## config.mk

```make
export PLATFORM = sky130hd
export DESIGN_NAME = instruction_fetch_queue
export DESIGN_NICKNAME = d
export VERILOG_FILES = /design/src/rtl/instruction_fetch_queue.sv
export SDC_FILE = /design/constraint.sdc
export NUM_CORES = 1
export LEC_CHECK = 0
export ABC_AREA = 0
export BUFFER_PORTS_ARGS = -buffer_cell sky130_fd_sc_hd__buf_2
export CAP_MARGIN = 20
export CORE_MARGIN = 8
export CORE_UTILIZATION = 35
export CTS_CLUSTER_SIZE = 30
export DETAILED_ROUTE_END_ITERATION = 7
export MAX_ROUTING_LAYER = met4
export PLACE_DENSITY = 0.5
export SYNTH_ARGS = -nofsm -noshare
export SYNTH_HDL_FRONTEND = slang
export SYNTH_SLANG_ARGS = --single-unit
```

## constraint.sdc

```tcl
create_clock -name clk_i -period 4.1 [get_ports clk_i]
set_input_delay 0.205 -clock clk_i [delete_from_list [all_inputs] [get_ports clk_i]]
set_output_delay 0.205 -clock clk_i [all_outputs]
set_load 0.01 [all_outputs]
```

## src/rtl/instruction_fetch_queue.sv

```systemverilog
// Fetch PC generator feeding a circular instruction queue with branch-prediction tags.
// Optional same-cycle bypass of an empty queue: define FETCH_QUEUE_BYPASS_EN.
module instruction_fetch_queue #(
  parameter logic [31:0] RESET_VECTOR = 32'h0000_0000,
  parameter int unsigned QUEUE_DEPTH  = 4
) (
  input  logic                               clk_i,
  input  logic                               rst_i,
  output logic [31:0]                        imem_addr_o,
  input  logic [31:0]                        imem_rdata_i,
  input  logic                               bp_hit_i,
  input  logic                               bp_taken_i,
  input  logic [31:0]                        bp_target_i,
  input  logic                               redirect_i,
  input  logic [31:0]                        redirect_addr_i,
  input  logic                               stall_i,
  output logic                               valid_o,
  output logic [31:0]                        instr_o,
  output logic [31:0]                        pc_o,
  output logic                               pred_taken_o,
  output logic [31:0]                        pred_target_o,
  output logic [$clog2(QUEUE_DEPTH+1)-1:0]   count_o
);

  localparam int unsigned PTR_W = $clog2(QUEUE_DEPTH);
  localparam int unsigned CNT_W = $clog2(QUEUE_DEPTH + 1);
  localparam logic [31:0] NOP   = 32'h0000_0013;

  typedef struct packed {
    logic [31:0] instr;
    logic [31:0] pc;
    logic        taken;
    logic [31:0] target;
  } entry_t;

  entry_t             queue_mem [QUEUE_DEPTH];
  logic [31:0]        pc_q;
  logic [PTR_W-1:0]   head_q;
  logic [PTR_W-1:0]   tail_q;
  logic [CNT_W-1:0]   count_q;

  logic   pred_c;
  logic   bypass_c;
  logic   deq_c;
  logic   fetch_c;
  logic   enq_c;
  entry_t fetched_c;
  entry_t head_c;

  assign pred_c    = bp_hit_i & bp_taken_i;
  assign fetched_c = '{instr: imem_rdata_i, pc: pc_q, taken: pred_c, target: bp_target_i};
  assign head_c    = queue_mem[head_q];

`ifdef FETCH_QUEUE_BYPASS_EN
  // Empty queue and free decode: hand the fetched word straight through.
  assign bypass_c = (count_q == '0) & ~redirect_i & ~stall_i;
`else
  assign bypass_c = 1'b0;
`endif

  assign deq_c   = (count_q != '0) & ~stall_i;
  assign fetch_c = ~redirect_i & ((count_q < CNT_W'(QUEUE_DEPTH)) | deq_c);
  assign enq_c   = fetch_c & ~bypass_c;

  // PC, pointers and occupancy
  always_ff @(posedge clk_i or posedge rst_i) begin
    if (rst_i) begin
      pc_q    <= RESET_VECTOR;
      head_q  <= '0;
      tail_q  <= '0;
      count_q <= '0;
    end else if (redirect_i) begin
      pc_q    <= {redirect_addr_i[31:2], 2'b00};
      head_q  <= '0;
      tail_q  <= '0;
      count_q <= '0;
    end else begin
      if (fetch_c) pc_q <= pred_c ? bp_target_i : pc_q + 32'd4;
      if (deq_c)   head_q <= head_q + PTR_W'(1);
      if (enq_c)   tail_q <= tail_q + PTR_W'(1);
      if (enq_c && !deq_c)      count_q <= count_q + CNT_W'(1);
      else if (!enq_c && deq_c) count_q <= count_q - CNT_W'(1);
    end
  end

  // Entry storage carries no reset; occupancy alone qualifies it.
  always_ff @(posedge clk_i) begin
    if (enq_c) queue_mem[tail_q] <= fetched_c;
  end

  // Head presentation, NOP-filled when nothing is valid
  always_comb begin
    valid_o       = 1'b0;
    instr_o       = NOP;
    pc_o          = 32'h0;
    pred_taken_o  = 1'b0;
    pred_target_o = 32'h0;
    if (count_q != '0) begin
      valid_o       = 1'b1;
      instr_o       = head_c.instr;
      pc_o          = head_c.pc;
      pred_taken_o  = head_c.taken;
      pred_target_o = head_c.target;
    end else if (bypass_c) begin
      valid_o       = 1'b1;
      instr_o       = fetched_c.instr;
      pc_o          = fetched_c.pc;
      pred_taken_o  = fetched_c.taken;
      pred_target_o = fetched_c.target;
    end
  end

  assign imem_addr_o = pc_q;
  assign count_o     = count_q;

endmodule
```

Word-level counts from Yosys, hierarchy flattened --
Memories as Yosys holds them, arrays and structs flattened. Cells that the tools add are included.
Cells by class: multiplexer cells 17, order comparisons 1, bitwise gates (word level) 6, $add $sub $neg 5, reduce and logical (&&, ||, !) cells 8
Operators with widths (number):
- 32-bit 2-to-1 mux | 6
- 32-bit by 3-bit adder with 32-bit output, second input constant | 1
- 3-bit 2-to-1 mux | 3
- 2-bit 2-to-1 mux | 4
- 3-bit nonzero test | 2
- 2-bit by 1-bit adder with 2-bit output, second input constant | 2
- 1-bit 2-to-1 mux | 4
- 2-bit nonzero test | 2
- 3-bit by 1-bit adder with 3-bit output, second input constant | 1
- 1-bit bitwise AND | 3
- 3-bit < comparator, second input constant | 1
- 3-bit by 1-bit subtractor with 3-bit output, second input constant | 1
- 1-bit logical AND | 2
- 1-bit zero test | 2
- 1-bit inverter | 2
- 1-bit OR | 1
Word-level totals: memories 1, logic and storage cells 42, input port bits 102, RAM bits 388, bits in registers 39, output and inout port bits 133
Memory list:
- queue_mem | depth 4, width 97, read ports 1, clocked after Yosys merged registers in 0, wr ports 1, RTL line 36 | entry_t queue_mem [QUEUE_DEPTH];

Longest topological paths before layout --
word-level depth 9, depth in mapped cells 8, mapped depth without buffers 7

Worst setup path after synthesis --
No wires, ideal clock.
kind register to register, start register count_q[2] (netlist: count_o[2]), end memory queue_mem[0][0] (netlist bit), enable pin, buffers on the path 1, path slack 441 ps, clock period less this slack 3659 ps, stages on the path, launching flop included 4, library setup time 467 ps, arrival 3192 ps, required time 3633 ps, cells stage by stage dfrtp_1 > nand2_1 > clkbuf_1 > and3_1
On the way: word-level cells in the longest chain between the ends 6, elaborated cells between the ends (all ways) 7, classes of those cells order compare (1); mux (2); bitwise (3); reduce/logical (1)
Ends and longest elaborated chain:
- start, declared | RTL line 40 | logic [CNT_W-1:0] count_q;
- start signal, assigned | RTL line 81 | if (enq_c && !deq_c) count_q <= count_q + CNT_W'(1);
- start signal, assigned | RTL line 82 | else if (!enq_c && deq_c) count_q <= count_q - CNT_W'(1);
- branches (longest 2 deep; another with 3-bit < comparator)
- 1-bit OR (*) | RTL line 62 | assign fetch_c = ~redirect_i & ((count_q < CNT_W'(QUEUE_DEPTH)) | deq_c);
- 1-bit bitwise AND (*) | RTL line 62
- 1-bit 2-to-1 mux (*) | RTL line 88 | if (enq_c) queue_mem[tail_q] <= fetched_c;
- 1-bit 2-to-1 mux (implied by the code) (*) | RTL line 88
- end, declared | RTL line 36
Every way passes the cells marked *.

Worst setup path after layout --
start register head_q[0], end output instr_o[1]
On the way: word-level cells in the longest chain between the ends 2
Ends and longest elaborated chain:
- start, declared | RTL line 38 | logic [PTR_W-1:0] head_q;
- start signal, assigned | RTL line 79 | if (deq_c) head_q <= head_q + PTR_W'(1);
- memory 4 x 97 bit
- 32-bit 2-to-1 mux | RTL line 98 | if (count_q != '0) begin
- end, declared | RTL line 18 | output logic [31:0] instr_o,
Every way passes these cells.

==> flow_summary.yaml <==
status:
  status: "finished clean"
sta:
  fin_crit_sh_pct: 71.3
  skew_ns: 0.0139
  slew_violations: 0
  tightestPinTransition_ns: 1.00
  max_freq_mhz: 342
  setup-tns-final_ns: 0
  holdWs_ns: 0.0523
  layout_min_cycle_time_ns: 2.92
  final-setup-viol-count: 0
  max-slew-margin-rel_pct: 33.3
  final_hold_viol_count: 0
  rsz0062_at_grt: "false"
grt:
  grtUsageTotal_pct: 16.4
  grt_max_degree: 67
  grt_overflow_total: 0
  grt_pass1_vias: 10500
  grt_pass1_wl_um: 68100
  antenna_found_initial: 0
floorplan:
  die-area_sq_um: 56600
  die_h_um: 238
  core_sq_um: 48700
  die_x_um: 238
  start_util_pct: 35.4
  io_pins: 235
  fp-row-count: 81
clock_network:
  clockRootBuffer: "clkbuf_16"
  cts_buffers: 47
  cts-resized-gates: 0
  cts.clk_slew.worst_paths_ns: 0.06
  cts.sinks: 427
  postCtsSetupRepairBufs: 0
  cts_buffer_depth: 3
  tritoncts: "done"
  cts_max_level: 2
  clk_latency_ns: 0.57
logic_synthesis:
  yosysSeqAreaShare_pct: 73.3
  avgSynthCellArea_sq_um: 18.3
  synthFlopType: "edfxtp_1"
  async_flop_share_pct: 9.13
  syn-num-nets: 1050
  synth_cells: 942
  netlist_area_sq_um: 17200
  synth-seq-cells: 427
  synth_edf_count: 388
  yosysWarningCount: 0
  ys_types: 51
worst_setup_path:
  critPathCaptureType: "output port"
  startpoint: "head_q[0]"
  path_class: "register to output port"
  crit_arrival_ns: 2.72
  rr_startpoint: "imem_addr_o[3]"
  crit_path_start_kind: "register"
  path_max_fanout: 22
  critPathRequiredTime_ns: 3.89
detailed_routing:
  vias_per_cell: 5.05
  vias: 10100
  first_pass_iters: 5
  wl_um: 46000
  ant_nets: 0
  drc: 0
  drt-initial-drc-count: 703
  wl_per_cell_um: 23.1
flow_run:
  maxCapViolations: 0
power_and_ir_drop:
  p_leak_nw: 7.63
  p_comb_share_pct: 26.6
  p_clk_share_pct: 31.2
  p_int_w: 0.00961
  p_switching_w: 0.00401
  vdd_drop_max_uv: 305
  pwr-share-seq_pct: 42.2
  switching_share_pct: 29.5
  total_power_w: 0.0136
  power_density_nw_per_um2: 626
placed_design:
  hpwl_um: 28300
  portBuffers: 232
  dpl_cell_area_sq_um: 19300
  gp_congestion: 0.762
finish:
  final_nets: 1397
  fillers: 4339
  n_antenna_cell: 0
  drive_gt1_share_pct: 33.0
  final_cell_mix: "388 x edfxtp_1, 232 x buf_2, 97 x mux4_2, 95 x and2_1, 91 x dlygate4sd3_1"
  stdcell_area_sq_um: 21800
  syn2layout_area_growth_pct: 26.4
  final_common_cell: "edfxtp_1"
worst_hold_path:
  hold_class: "primary input to register"
  worstHoldStart: "stall_i"
-- critical path, stage by stage, from the launching register on --
cell     delay [ns]
dfrtp_4        0.74
buf_4          0.41
mux4_2         0.54
or2_2          0.31
buf_2          0.15
-- per-layer routing --
layer / global-route usage, % / wire length (um) / share of wire [%]
met5: - / 0 / 0
met4: 3.80 / 839 / 1.8
met3: 3.35 / 2570 / 5.6
met2: 25.1 / 21500 / 47
met1: 22.6 / 21100 / 46
-- cells in the mapped netlist, drive strengths merged, types with 2 or more instances --
library cell / number / area share [%]
edfxtp: 388 / 68
mux4: 97 / 13
and2: 96 / 3.5
nand2: 46 / 1.0
dfrtp: 39 / 5.7
clkbuf: 35 / 0.76
nor2: 32 / 0.70
a21oi: 25 / 0.73
o21ai: 19 / 0.55
nand3: 18 / 0.58
buf: 15 / 0.39
and3: 12 / 0.44
nand4: 11 / 0.40
inv: 10 / 0.22
xor2: 9 / 0.46
o22ai: 8 / 0.29
a22oi: 7 / 0.30
o221ai: 7 / 0.36
a221oi: 6 / 0.30
ha: 5 / 0.36
or2: 5 / 0.20
a31oi: 4 / 0.15
nor3: 4 / 0.12
nor4: 4 / 0.22
a211oi: 3 / 0.13
a2bb2oi: 3 / 0.15
and4: 3 / 0.15
mux2i: 3 / 0.17
nand2b: 3 / 0.11
o211ai: 3 / 0.13
o31ai: 3 / 0.13
xnor2: 3 / 0.15
a221o: 2 / 0.12
a41oi: 2 / 0.10
o2bb2ai: 2 / 0.10
o311ai: 2 / 0.10
-- worst paths after layout --
path / to / slack [ns] / cells past startpoint
setup / recovery: instr_o[1] / 1.18 / 4
hold / removal: count_o[0] / 0.05 / 4
setup reg to reg: imem_addr_o[16] / 1.60 / 5
hold reg to reg: queue_mem[2][34] / 0.56 / 0
max in group asynchronous: head_q[0] / 2.97 / 3
min in group asynchronous: count_o[0] / 0.41 / 3
-- flip-flops by register name, summed over array words and instances, names as in the netlist --
name,count
imem_addr_o,32
head_q,2
count_o,3
tail_q,2
queue_mem,388
-- through the flow --
stage,cells,utilization (%),setup WS [ns]
final,1991,44.7,1.18
after global routing,1991,44.7,0.975
after CTS,1991,44.7,1.04
after detailed placement,1813,39.6,1.64
after global placement,1813,39.6,1.66
after floorplan,942,-,0.441
-- cell type report --
type	instances	area, sq um	area share, %
Clock buffer	57	1260	5.77
Clock inverter	30	294	1.35
Inverter	10	38.8	0.178
Multi-Input combinational cell	455	4390	20.2
Sequential cell	427	12600	58.0
Tap cell	664	831	3.81
Timing Repair Buffer	348	2330	10.7
-- power groups by stage --
| stage | clock network [W] | logic (W) | registers [W] |
|---|---|---|---|
| final | 0.00425 | 0.00362 | 0.00575 |
| after global routing | 0.00453 | 0.00394 | 0.00583 |
| after CTS | 0.00439 | 0.00375 | 0.00577 |
| after detailed placement | 0 | 0.00367 | 0.00586 |
| after global placement | 0 | 0.00367 | 0.00583 |
| after floorplan | 0 | 0.00220 | 0.00575 |
-- cell families (layout without fill, tap and decap cells) --
kind of cell / Yosys count / after routing / synth area share, %
AOI/OAI and AO/OA: 101 / 101 / 3.90
xor gates and xnor gates: 12 / 12 / 0.610
adders and majority gates: 6 / 6 / 0.479
buffers and inverters: 60 / 445 / 1.37
DFF: 427 / 427 / 73.3
muxes: 100 / 100 / 12.9
and+or+nand+nor: 236 / 236 / 7.51
-- what timing repair did --
action / 4_1_cts / 5_1_grt
hold endpoints to repair: 323 / 0
hold buffers: 91 / 0
endpoints found under the setup margin: 0 / 0
(Power assumes the default switching activity.)
